===== config.mk =====
export PLATFORM = sky130hd
export DESIGN_NAME = dealer_turn_seq
export DESIGN_NICKNAME = d
export VERILOG_FILES = /design/src/rtl/dealer_turn_seq.sv
export SDC_FILE = /design/constraint.sdc
export NUM_CORES = 1
export LEC_CHECK = 0
export BUFFER_PORTS_ARGS = -buffer_cell sky130_fd_sc_hd__buf_2
export CAP_MARGIN = 20
export CORE_UTILIZATION = 30
export CTS_CLUSTER_DIAMETER = 80
export DETAILED_ROUTE_END_ITERATION = 6
export MAX_ROUTING_LAYER = met4
export PLACE_DENSITY_LB_ADDON = 0.25
export SLEW_MARGIN = 20
export SYNTH_ARGS = -nofsm -noshare
export SYNTH_HDL_FRONTEND = slang
export SYNTH_SLANG_ARGS = --single-unit
export TNS_END_PERCENT = 100

===== constraint.sdc =====
create_clock -name clk -period 11.2 [get_ports clk]
set_clock_uncertainty 0.15 [all_clocks]
set_input_delay 1.12 -clock clk [delete_from_list [all_inputs] [get_ports clk]]
set_output_delay 1.12 -clock clk [all_outputs]
set_load 0.1 [all_outputs]

===== src/rtl/dealer_turn_seq.sv =====
// Dealer turn sequencer: reveals dealer cards one at a time, applies stand-on-STAND_VALUE
// with soft-ace promotion, and resolves the round against the latched player total.
module dealer_turn_seq #(
    parameter int REVEAL_DELAY = 25000000,
    parameter int CNT_W        = 25,
    parameter int STAND_VALUE  = 17
) (
    input  logic       clk,
    input  logic       rst,
    input  logic       start,
    input  logic [7:0] card1,
    input  logic [7:0] card2,
    input  logic [7:0] card3,
    input  logic [7:0] card4,
    input  logic [7:0] card5,
    input  logic [7:0] player_value,
    input  logic       player_bust,
    output logic [2:0] shown_count,
    output logic [7:0] dealer_total,
    output logic       dealer_bust,
    output logic       busy,
    output logic       done,
    output logic [1:0] result
);

    localparam logic [2:0] ST_IDLE    = 3'd0;
    localparam logic [2:0] ST_REVEAL  = 3'd1;
    localparam logic [2:0] ST_DECIDE  = 3'd2;
    localparam logic [2:0] ST_WAIT    = 3'd3;
    localparam logic [2:0] ST_COMPARE = 3'd4;
    localparam logic [2:0] ST_DONE    = 3'd5;

    localparam logic [CNT_W-1:0] DELAY_LOAD  = CNT_W'(REVEAL_DELAY - 1);
    localparam logic [CNT_W-1:0] CNT_ZERO    = {CNT_W{1'b0}};
    localparam logic [CNT_W-1:0] CNT_ONE     = {{(CNT_W-1){1'b0}}, 1'b1};
    localparam logic [7:0]       STAND_TOTAL = 8'(STAND_VALUE);

    logic [2:0]       state_r, state_s;
    logic [CNT_W-1:0] cnt_r, cnt_s;
    logic [39:0]      cards_r, cards_s;
    logic [7:0]       pv_r, pv_s;
    logic             pb_r, pb_s;
    logic [2:0]       shown_s;
    logic [7:0]       total_s;
    logic             bust_s;
    logic             busy_s;
    logic             done_s;
    logic [1:0]       result_s;

    function automatic logic [7:0] card_points(input logic [7:0] rank);
        logic [7:0] pts;
        if ((rank >= 8'd1) && (rank <= 8'd10)) begin
            pts = rank;
        end else begin
            pts = 8'd10;
        end
        return pts;
    endfunction

    // Aces count low in the hard sum; one ace is promoted to 11 when that cannot bust.
    function automatic logic [7:0] best_total(input logic [2:0] cnt, input logic [39:0] cards);
        logic [7:0] hard;
        logic       ace;
        logic [7:0] res;
        hard = 8'd0;
        ace  = 1'b0;
        for (int i = 0; i < 5; i++) begin
            if (3'(i) < cnt) begin
                hard = hard + card_points(cards[8*i +: 8]);
                if (cards[8*i +: 8] == 8'd1) begin
                    ace = 1'b1;
                end else begin
                    ace = ace;
                end
            end else begin
                hard = hard;
            end
        end
        if (ace && ((hard + 8'd10) <= 8'd21)) begin
            res = hard + 8'd10;
        end else begin
            res = hard;
        end
        return res;
    endfunction

    // Next-state and next-output logic for the dealer sequencer.
    always_comb begin
        state_s  = state_r;
        cnt_s    = cnt_r;
        cards_s  = cards_r;
        pv_s     = pv_r;
        pb_s     = pb_r;
        shown_s  = shown_count;
        total_s  = dealer_total;
        bust_s   = dealer_bust;
        busy_s   = busy;
        done_s   = done;
        result_s = result;
        case (state_r)
            ST_IDLE, ST_DONE: begin
                if (start) begin
                    cards_s  = {card5, card4, card3, card2, card1};
                    pv_s     = player_value;
                    pb_s     = player_bust;
                    result_s = 2'b00;
                    done_s   = 1'b0;
                    busy_s   = 1'b1;
                    state_s  = ST_REVEAL;
                end else begin
                    state_s = state_r;
                end
            end
            ST_REVEAL: begin
                shown_s = 3'd2;
                total_s = best_total(3'd2, cards_r);
                bust_s  = (total_s > 8'd21);
                busy_s  = 1'b1;
                state_s = ST_DECIDE;
            end
            ST_DECIDE: begin
                if (pb_r || (dealer_total >= STAND_TOTAL) || (shown_count == 3'd5)) begin
                    state_s = ST_COMPARE;
                end else begin
                    cnt_s   = DELAY_LOAD;
                    state_s = ST_WAIT;
                end
            end
            ST_WAIT: begin
                if (cnt_r == CNT_ZERO) begin
                    shown_s = shown_count + 3'd1;
                    total_s = best_total(shown_s, cards_r);
                    bust_s  = (total_s > 8'd21);
                    state_s = ST_DECIDE;
                end else begin
                    cnt_s = cnt_r - CNT_ONE;
                end
            end
            ST_COMPARE: begin
                if (pb_r) begin
                    result_s = 2'b10;
                end else if (dealer_bust) begin
                    result_s = 2'b01;
                end else if (pv_r > dealer_total) begin
                    result_s = 2'b01;
                end else if (pv_r < dealer_total) begin
                    result_s = 2'b10;
                end else begin
                    result_s = 2'b11;
                end
                busy_s  = 1'b0;
                done_s  = 1'b1;
                state_s = ST_DONE;
            end
            default: begin
                state_s = ST_IDLE;
                busy_s  = 1'b0;
                done_s  = 1'b0;
            end
        endcase
    end

    // State and registered outputs; rst has priority over everything.
    always_ff @(posedge clk) begin
        if (rst) begin
            state_r      <= ST_IDLE;
            cnt_r        <= CNT_ZERO;
            cards_r      <= 40'd0;
            pv_r         <= 8'd0;
            pb_r         <= 1'b0;
            shown_count  <= 3'd0;
            dealer_total <= 8'd0;
            dealer_bust  <= 1'b0;
            busy         <= 1'b0;
            done         <= 1'b0;
            result       <= 2'b00;
        end else begin
            state_r      <= state_s;
            cnt_r        <= cnt_s;
            cards_r      <= cards_s;
            pv_r         <= pv_s;
            pb_r         <= pb_s;
            shown_count  <= shown_s;
            dealer_total <= total_s;
            dealer_bust  <= bust_s;
            busy         <= busy_s;
            done         <= done_s;
            result       <= result_s;
        end
    end

endmodule


==> results of run 1 <==
flip-flops by register name, summed over array words and instances, names as in the netlist:
name / cells
cards_r: 40
cnt_r: 25
dealer_total: 8
pv_r: 8
shown_count: 3
state_r: 3
result: 2
busy: 1
dealer_bust: 1
done: 1
pb_r: 1
stage by stage:
stage,setup slack [ns],std cells,power [mW],area (sq um)
2_1_floorplan,2.96,931,1.32,6910
3_3_place_gp,2.79,1245,1.55,7510
3_5_place_dp,2.68,1245,1.55,7510
4_1_cts,2.65,1261,1.86,7790
5_1_grt,1.96,1262,2.03,7810
6_report,2.59,1262,1.86,7810
where the power goes:
group	total [mW]	internal [mW]	switching [mW]
Sequential	0.459	0.394	0.0652
Combinational	1.10	0.419	0.685
Clock	0.299	0.159	0.140
worst paths after layout:
path | from | end | slack (ns) | cells after the start
min | cards_r[31]$_SDFFE_PP0P_ | cards_r[31]$_SDFFE_PP0P_ | 0.31 | 2
min reg2reg | cards_r[31]$_SDFFE_PP0P_ | cards_r[31]$_SDFFE_PP0P_ | 0.31 | 2
max reg2reg | shown_count[0]$_SDFFE_PP0P_ | dealer_total[4]$_SDFFE_PP0P_ | 2.59 | 29
max | shown_count[0]$_SDFFE_PP0P_ | dealer_total[4]$_SDFFE_PP0P_ | 2.59 | 29
cell type report:
cell class,count,share of cell area
Timing Repair Buffer,76,0.0532
Multi-Input combinational cell,761,0.610
Clock buffer,10,0.0306
Inverter,36,0.0173
Sequential cell,93,0.238
Tap cell,280,0.0448
Clock inverter,6,0.00593
cells by family (layout without fill, tap and decap cells):
family | count (synthesis) | in the layout
other | 1 | 21
AO/OA/AOI/OAI | 253 | 253
flip-flops | 93 | 93
XOR/XNOR | 50 | 50
AND/OR/NAND/NOR | 371 | 371
adder cells (fa/ha/maj) | 53 | 53
multiplexers | 13 | 13
buffers and inverters | 77 | 128
layer usage:
layer / wire length (um) / up-vias / share of wire
li1: - / 3384 / -
met1: 9090 / 2977 / 0.48
met2: 8770 / 121 / 0.46
met3: 740 / 23 / 0.039
met4: 293 / 0 / 0.016
met5: 0 / - / 0
critical path, delay by kind of cell (launching register included):
family / cells / cell delay [ns]
adders and majority gates: 6 / 2.65
and+or+nand+nor: 8 / 1.71
DFF: 1 / 0.58
AOI/OAI and AO/OA: 11 / 3.00
xor gates and xnor gates: 1 / 0.15
buffers and inverters: 3 / 0.29
cell usage in the layout (no fill, tap or decap), types with 9 or more instances in the layout:
cell type and n:
nor2_1 84, nor4_1 10, o21ai_0 31, buf_2 67
a21o_1 9, nand2_1 155, inv_1 35, or3_1 10
nand3_1 19, clkbuf_16 9, xor2_1 15, conb_1 21
nand4_1 10, ha_1 48, nor2b_1 10, a31oi_1 11
a21oi_1 113, dfxtp_1 93, or4_1 10, nor3_1 22
xnor2_1 33
==> qor.yml, run 1 <==
status:
  status: "finished clean"
routing:
  wl_mm: 18.9
  avgRoutedWirePerCell_um: 15.0
  drc: 0
  vias: 6505
  routed_via_density: 5.15
  drtIter0Drc: 379
  first_pass_iters: 5
  antenna_left: 0
synth:
  synth_compound_area_frac: 0.241
  synth.avg_cell_area_sq_um: 7.50
  synth.area.mux_share: 0.0203
  yosysWarningCount: 0
  synth_seq_cells: 93
  yosysMostFrequentCell: "nand2_1"
  synth_cells: 911
  synthAdderAreaFrac: 0.103
  synth.distinct_cells: 83
  synth_top_area_cell: "dfxtp_1"
  yosysSeqAreaShare: 0.272
  synth_xor_area_frac: 0.0672
  synth-simple-area-share: 0.253
  synth_edf_count: 0
  synth_top_family_by_area: "simple AND/OR/NAND/NOR gates"
  syn_area_sq_um: 6840
  yosysTopAreaCellShare: 0.272
  ys.flop_type: "dfxtp_1"
  synth_common_cells: "nand2_1, a21oi_1, dfxtp_1"
  synth.area.top_cells: "dfxtp_1, ha_1, nand2_1"
  async_reset_ff_frac: 0
sta:
  min_period_over_period: 0.769
  period_minus_slack_ns: 8.61
  report.final.slew_viol_count: 0
  tightest_slew_ns: 1.02
  setup_viol: 0
  worst_hold_slack_ns: 0.306
  timing.final.hold_violations: 0
  relSlewSlack: 0.299
  tns_ns: 0
  rsz0062_at_grt: "no"
  max_freq_mhz: 116
setup_path:
  critical-path-slowest-cell: "or4_1"
  worstSetupPathType: "reg -> reg"
  cp.arrival_ns: 8.74
  start_kind: "flip-flop"
  end_kind: "flip-flop"
  required_ns: 11.33
  slowest_delay_ns: 0.67
  path_max_fanout: 14
final_layout:
  syn2layout_area_growth_pct: 14.3
  nFillCells: 2372
  nNetsFinal: 1082
  multi_input_area_sq_um: 4760
  seq_area_sq_um: 1860
  antenna_cells: 0
  final_util: 0.354
  layout-drive-gt1-share: 0.123
global_routing:
  antenna_found_initial: 0
  met2_usage: 0.276
  grt_max_degree: 78
  grt.overflow.total: 0
  grt_pass1_vias: 6157
  grtUsageTotal: 0.171
  use_met1: 0.218
  busiest_layer: "met2"
  grt_util_met3: 0.0301
  grt_pass1_wl_mm: 31.3
die:
  die_h_um: 153
  ios: 68
  num_rows: 54
  initial_core_util: 0.309
  core_sq_um: 22100
  die-area_sq_um: 23400
  die_w_um: 153
cts:
  cts_setup_buffers: 0
  post_cts_resized: 0
  h-tree-depth: 3
  cts.sinks: 93
  ctsHoldBuffers: 0
  clk_latency_ns: 0.36
  cts.clk_slew.worst_paths_ns: 0.07
  cts_buffers: 9
  cts_tree: "built"
  cts_root_buffer: "clkbuf_16"
  cts_max_path_buffers: 2
min_path:
  hp-class: "reg -> reg"
placed_design:
  dpl.hpwl_mm: 14.7
  gp_congestion: 0.904
  portBuffers: 67
power_and_ir_drop:
  p_leak_nw: 3.19
  irDropWorstVdd_uv: 85.5
  power_per_cell_area_nw_per_um2: 238
run:
  cap_viol_max_count: 0
No activity file was read; power rests on OpenSTA's default activity.
==> run 2, diff against run 1 <==
==> constraint.sdc (replaced) <==
create_clock -name clk -period 8.8 [get_ports clk]
set_clock_uncertainty 0.15 [all_clocks]
set_input_delay 0.88 -clock clk [delete_from_list [all_inputs] [get_ports clk]]
set_output_delay 0.88 -clock clk [all_outputs]
set_load 0.1 [all_outputs]
==> run 2 against run 1 <==
  * Fmax up 6.8%
  * Register-to-register slack worse by 1.9 ns
  * Setup slack lost 1.9 ns
  * Critical endpoint is now dealer_total[6]$_SDFFE_PP0P_
  * Sequential share of layout area fell by 0.22 points
  * Clock-buffer cell count rose by 1
  * Critical path type unchanged
  * Combinational power up 27%
  * Die area did not move
  * Highest routed layer unchanged
  * Largest power group unchanged
  * First-iteration DRC count grew 1.1%
  * Largest cell class unchanged
  * Critical path depth increased by 1
  * Wire length about the same
  * Design area up 0.91%
  * Sequential power grew 27%
==> qor.yml, run 2 (same netlist as run 1, synthesis figures left out) <==
routing:
  drtIter0Drc: 383  # +1.1%
  wl_mm: 18.9  # about the same
  routed_via_density: 5.18  # +0.42%
  drc: 0  # unchanged
  avgRoutedWirePerCell_um: 15.0  # about the same
  antenna_left: 0  # unchanged
  vias: 6527  # +0.34%
  first_pass_iters: 4  # -1
sta:
  relSlewSlack: 0.376  # +0.0765
  setup_viol: 0  # unchanged
  timing.final.hold_violations: 0  # unchanged
  tns_ns: 0  # unchanged
  min_period_over_period: 0.917  # +0.148
  tightest_slew_ns: 0.936  # -0.0882 ns
  rsz0062_at_grt: "no"
  max_freq_mhz: 124  # +6.8%
  report.final.slew_viol_count: 0  # unchanged
  period_minus_slack_ns: 8.07  # -0.546 ns
setup_path:
  path_max_fanout: 12  # -2
  required_ns: 8.91  # -2.42 ns
  ff2ff_path_depth: 30  # +3.4%
  start_kind: "flip-flop"
  critical-path-slowest-cell: "or4_1"
  cp.arrival_ns: 8.18  # -0.56 ns
  r2r-end: "dealer_total[6]$_SDFFE_PP0P_"
  slowest_delay_ns: 0.64  # -0.03 ns
  end_kind: "flip-flop"
  r2r_slack_ns: 0.73  # -1.85 ns
  worstSetupPathType: "reg -> reg"
  cpLargestDelayFamily: "adder cells"
  r2r-start: "shown_count[1]$_SDFFE_PP0P_"
  critical_path_buf_inv_count: 3  # unchanged
global_routing:
  grt_pass1_vias: 6252  # +1.5%
  grt.overflow.total: 0  # unchanged
  grt_pass1_wl_mm: 31.7  # +1.1%
  antenna_found_initial: 0  # unchanged
  grt_max_degree: 87  # +12%
  grtUsageTotal: 0.171  # about the same
die:
  core_sq_um: 22100  # unchanged
  ios: 68  # unchanged
  die_w_um: 153  # unchanged
  num_rows: 54  # unchanged
  die-area_sq_um: 23400  # unchanged
  die_h_um: 153  # unchanged
  initial_core_util: 0.309  # unchanged
placed_design:
  gp_congestion: 0.919  # +1.6%
  post-place-cells: 1245  # unchanged
  dpl.hpwl_mm: 14.6  # -1.0%
  portBuffers: 67  # unchanged
  place_area_sq_um: 7510  # unchanged
cts:
  ctsHoldBuffers: 0  # unchanged
  cts_root_buffer: "clkbuf_16"
  h-tree-depth: 3  # unchanged
  cts.clk_slew.worst_paths_ns: 0.07  # about the same
  clk_latency_ns: 0.35  # about the same
  cts_max_path_buffers: 2  # unchanged
  cts.sinks: 93  # unchanged
  cts_buffers: 9  # unchanged
  cts_tree: "built"
  cts_setup_buffers: 0  # unchanged
final_layout:
  syn2layout_area_growth_pct: 15.3
  layout_common_cells: "nand2_1, a21oi_1, dfxtp_1, nor2_1, buf_2"
  nFillCells: 2365  # -0.30%
  antenna_cells: 0  # unchanged
  final_util: 0.357  # +0.00323
  instances_no_fill: 1261  # -0.079%
  reg_top3: "cards_r: 40 flops, cnt_r: 25 flops"
  final_common_cell: "nand2_1"
  largest_register: "cards_r"
  fin_area_sq_um: 7880  # +0.91%
  layout-drive-gt1-share: 0.125  # +0.00216
  largest_register_ffs: 40  # unchanged
  nNetsFinal: 1081  # -0.092%
min_path:
  hp-class: "reg -> reg"
  min_from: "cards_r[31]$_SDFFE_PP0P_"
  holdPathStages: 2  # unchanged
  min_to: "cards_r[31]$_SDFFE_PP0P_"
power_and_ir_drop:
  p_leak_nw: 3.22  # +0.81%
  power_per_cell_area_nw_per_um2: 310  # +30%
  irDropWorstVdd_uv: 114  # +33%
status:
  status: "finished clean"
run:
  cap_viol_max_count: 0  # unchanged
==> run 2: per-layer routing <==
metal / part of all wire / routed length, um / global-route usage / vias up
li1: - / - / - / 3371
met1: 0.48 / 9050 / 0.220 / 3020
met2: 0.47 / 8810 / 0.275 / 109
met3: 0.036 / 678 / 0.0318 / 27
met4: 0.018 / 340 / 0.0418 / 0
met5: 0 / 0 / - / -
==> run 2: final cells by class <==
class,count,area (sq um),area share
Clock buffer,11,243,0.0308
Clock inverter,5,106,0.0135
Inverter,36,135,0.0171
Multi-Input combinational cell,761,4790,0.608
Sequential cell,93,1860,0.236
Tap cell,280,350,0.0444
Timing Repair Buffer,75,395,0.0502
==> run 2: timing repair <==
item	4_1_cts	5_1_grt
endpoints found under the hold margin	0	0
endpoints found under the setup margin	0	4
gates resized for setup	0	4
==> run 2: report_power, final <==
part,internal [mW],total (mW),leakage [nW],switching (mW)
sequential,0.501,0.584,0.761,0.0829
clock,0.287,0.457,0.172,0.170
combinational,0.532,1.40,2.29,0.871
total,1.32,2.44,3.22,1.12
==> run 2: worst min-delay path: stages (launching register included) <==
cell     delay [ns]
dfxtp_1        0.31
nand2_1        0.05
a21oi_1        0.05
==> run 2: worst max-delay path by stage <==
stage | startpoint | end | slack (ns) | cells after the start
global placement | shown_count[1]$_SDFFE_PP0P_ | dealer_total[3]$_SDFFE_PP0P_ | 0.75 | 31
CTS | shown_count[1]$_SDFFE_PP0P_ | dealer_total[3]$_SDFFE_PP0P_ | 0.57 | 31
detailed placement | shown_count[1]$_SDFFE_PP0P_ | dealer_total[3]$_SDFFE_PP0P_ | 0.59 | 31
floorplan | shown_count[0]$_SDFFE_PP0P_ | dealer_total[6]$_SDFFE_PP0P_ | 0.56 | 33
global route | shown_count[1]$_SDFFE_PP0P_ | dealer_total[4]$_SDFFE_PP0P_ | 0.08 | 31
finish | shown_count[1]$_SDFFE_PP0P_ | dealer_total[6]$_SDFFE_PP0P_ | 0.73 | 30
==> run 2: per-stage QoR <==
stage	total power [mW]	setup WS [ns]	hold WS, ns
finish	2.44	0.733	0.306
global route	2.66	0.0769	0.340
CTS	2.43	0.571	0.306
detailed placement	1.96	0.592	0.297
global placement	1.96	0.747	0.292
floorplan	1.67	0.559	0.286
==> run 3, diff against run 2 <==
--- a/config.mk
+++ b/config.mk
@@ -5,11 +5,10 @@
 export SDC_FILE = /design/constraint.sdc
 export NUM_CORES = 1
 export LEC_CHECK = 0
-export BUFFER_PORTS_ARGS = -buffer_cell sky130_fd_sc_hd__buf_2
-export CAP_MARGIN = 20
 export CORE_UTILIZATION = 30
 export CTS_CLUSTER_DIAMETER = 80
 export DETAILED_ROUTE_END_ITERATION = 6
+export DONT_BUFFER_PORTS = 1
 export MAX_ROUTING_LAYER = met4
 export PLACE_DENSITY_LB_ADDON = 0.25
 export SLEW_MARGIN = 20
==> run 3 against run 2 <==
  * Utilization decreased by 1.7 points
  * Largest cell class unchanged
  * Wire length decreased by 1.2%
  * Fmax increased by 0.43%
  * Critical path depth increased by 1
  * Worst hold slack got worse by 0.0029 ns
  * Highest routed layer unchanged
  * Non-clock buffer count decreased by 60
  * Via count decreased by 2.8%
  * Largest power group unchanged
==> qor.yml, run 3 (same netlist as run 1, synthesis figures left out) <==
sta:
  tns_ns: 0  # unchanged
  timing.final.hold_violations: 0  # unchanged
  report.final.slew_viol_count: 0  # unchanged
  tightest_slew_ns: 1.08  # +0.142 ns
  setup_viol: 0  # unchanged
  max_freq_mhz: 124  # +0.43%
  period_minus_slack_ns: 8.03  # -0.0345 ns
  relSlewSlack: 0.280  # -0.0959
  rsz0062_at_grt: "no"
  min_period_over_period: 0.913  # -0.00392
setup_path:
  cp.arrival_ns: 8.16  # -0.02 ns
  critical-path-slowest-cell: "or4_1"
  required_ns: 8.92  # about the same
  path_max_fanout: 6  # -6
  slowest_delay_ns: 0.66  # +0.02 ns
  cpMostUsedCell: "ha_1"
  start_kind: "flip-flop"
  worstSetupPathType: "reg -> reg"
  end_kind: "flip-flop"
global_routing:
  grt_pass1_vias: 6012  # -3.8%
  grt_pass1_wl_mm: 30.9  # -2.5%
  grt_max_degree: 87  # unchanged
  antenna_found_initial: 0  # unchanged
  grt.overflow.total: 0  # unchanged
  grtUsageTotal: 0.167  # -0.00402
power_and_ir_drop:
  switching_power_mw: 1.10  # -1.7%
  p_clk_frac: 0.157  # -0.030
  p_leak_nw: 2.94  # -8.8%
  irDropWorstVdd_uv: 123  # +7.8%
  power_per_cell_area_nw_per_um2: 310  # about the same
  swShare: 0.475  # +0.0151
  p_seq_frac: 0.275  # +0.036
  internal_power_mw: 1.22  # -7.5%
  p_comb_frac: 0.568  # -0.006
routing:
  antenna_left: 0  # unchanged
  avgRoutedWirePerCell_um: 15.5  # +3.7%
  wl_mm: 18.7  # -1.2%
  vias: 6341  # -2.8%
  drtIter0Drc: 332  # -13%
  first_pass_iters: 6  # +2
  routed_via_density: 5.28  # +2.0%
  drc: 0  # unchanged
die:
  die-area_sq_um: 23400  # unchanged
  initial_core_util: 0.309  # unchanged
  die_h_um: 153  # unchanged
  die_w_um: 153  # unchanged
  core_sq_um: 22100  # unchanged
  num_rows: 54  # unchanged
  ios: 68  # unchanged
final_layout:
  fin_area_sq_um: 7500  # -4.9%
  antenna_cells: 0  # unchanged
  final_common_cell: "nand2_1"
  reg_top3: "cards_r: 40 flops, cnt_r: 25 flops"
  layout_common_cells: "nand2_1, a21oi_1, dfxtp_1, nor2_1, ha_1"
  syn2layout_area_growth_pct: 9.74
  final_util: 0.340  # -0.0173
  largest_register_ffs: 40  # unchanged
  nFillCells: 2403  # +1.6%
  nNetsFinal: 1021  # -5.6%
  layout-drive-gt1-share: 0.0662  # -0.0591
  largest_register: "cards_r"
status:
  status: "finished clean"
cts:
  ctsHoldBuffers: 0  # unchanged
  post_cts_resized: 0  # unchanged
  cts_max_path_buffers: 2  # unchanged
  cts_setup_buffers: 0  # unchanged
  cts_buffers: 9  # unchanged
  cts_tree: "built"
  cts.sinks: 93  # unchanged
  clk_latency_ns: 0.35  # about the same
  h-tree-depth: 3  # unchanged
  cts.clk_slew.worst_paths_ns: 0.07  # about the same
  cts_root_buffer: "clkbuf_16"
placed_design:
  dpl.hpwl_mm: 14.6  # -0.21%
  place_area_sq_um: 7220  # -3.8%
  gp_congestion: 0.852  # -7.3%
  portBuffers: 0  # -100%
min_path:
  hp-class: "reg -> reg"
run:
  cap_viol_max_count: 0  # unchanged
[run 3: area by class of cell]
cell class              count  area (sq um)  share of cell area
clock buffers              10           239              0.0319
clock inverters             6          36.3             0.00484
inverters                  36           135              0.0180
multi-input cells         761          4760               0.635
flip-flops and latches     93          1860               0.248
well taps                 280           350              0.0467
repair buffers             15           113              0.0150
[run 3: critical path: cells and delay by family, from the launching register on]
kind | cells | cell delay, ns
AOI/OAI and AO/OA | 12 | 2.85
xor gates and xnor gates | 2 | 0.32
adders and majority gates | 6 | 2.30
buffers and inverters | 4 | 0.60
DFF | 1 | 0.35
and+or+nand+nor | 7 | 1.37
[run 3: power groups by stage]
stage               Clock [mW]  Sequential, mW  Combinational [mW]
global placement             0           0.647                1.30
floorplan                    0           0.660                1.01
finish                   0.365           0.639                1.32
detailed placement           0           0.648                1.30
CTS                      0.375           0.639                1.31
global route             0.393           0.653                1.49
[run 3: routing by layer]
metal / part of all wire / wire (um) / track usage / vias up
li1: - / - / - / 3266
met3: 0.047 / 878 / 0.0298 / 27
met5: 0 / 0 / - / -
met2: 0.47 / 8680 / 0.272 / 117
met4: 0.018 / 340 / 0.0491 / 0
met1: 0.47 / 8760 / 0.210 / 2931
[run 3: path summary, 6_finish.rpt]
kind                          startpoint                            to  slack, ns  cells after the start
min reg2reg     cards_r[38]$_SDFFE_PP0P_      cards_r[38]$_SDFFE_PP0P_       0.30                      2
max reg2reg  shown_count[0]$_SDFFE_PP0P_  dealer_total[4]$_SDFFE_PP0P_       0.77                     31
min             cards_r[38]$_SDFFE_PP0P_      cards_r[38]$_SDFFE_PP0P_       0.30                      2
max          shown_count[0]$_SDFFE_PP0P_  dealer_total[4]$_SDFFE_PP0P_       0.77                     31
[run 3: metrics by stage]
stage	cells	total power, mW	worst slack [ns]	hold WS, ns
2_1_floorplan	931	1.67	0.559	0.286
3_3_place_gp	1185	1.94	0.899	0.290
3_5_place_dp	1185	1.95	0.841	0.292
4_1_cts	1201	2.32	0.821	0.302
5_1_grt	1201	2.54	0.0755	0.326
6_report	1201	2.33	0.767	0.303
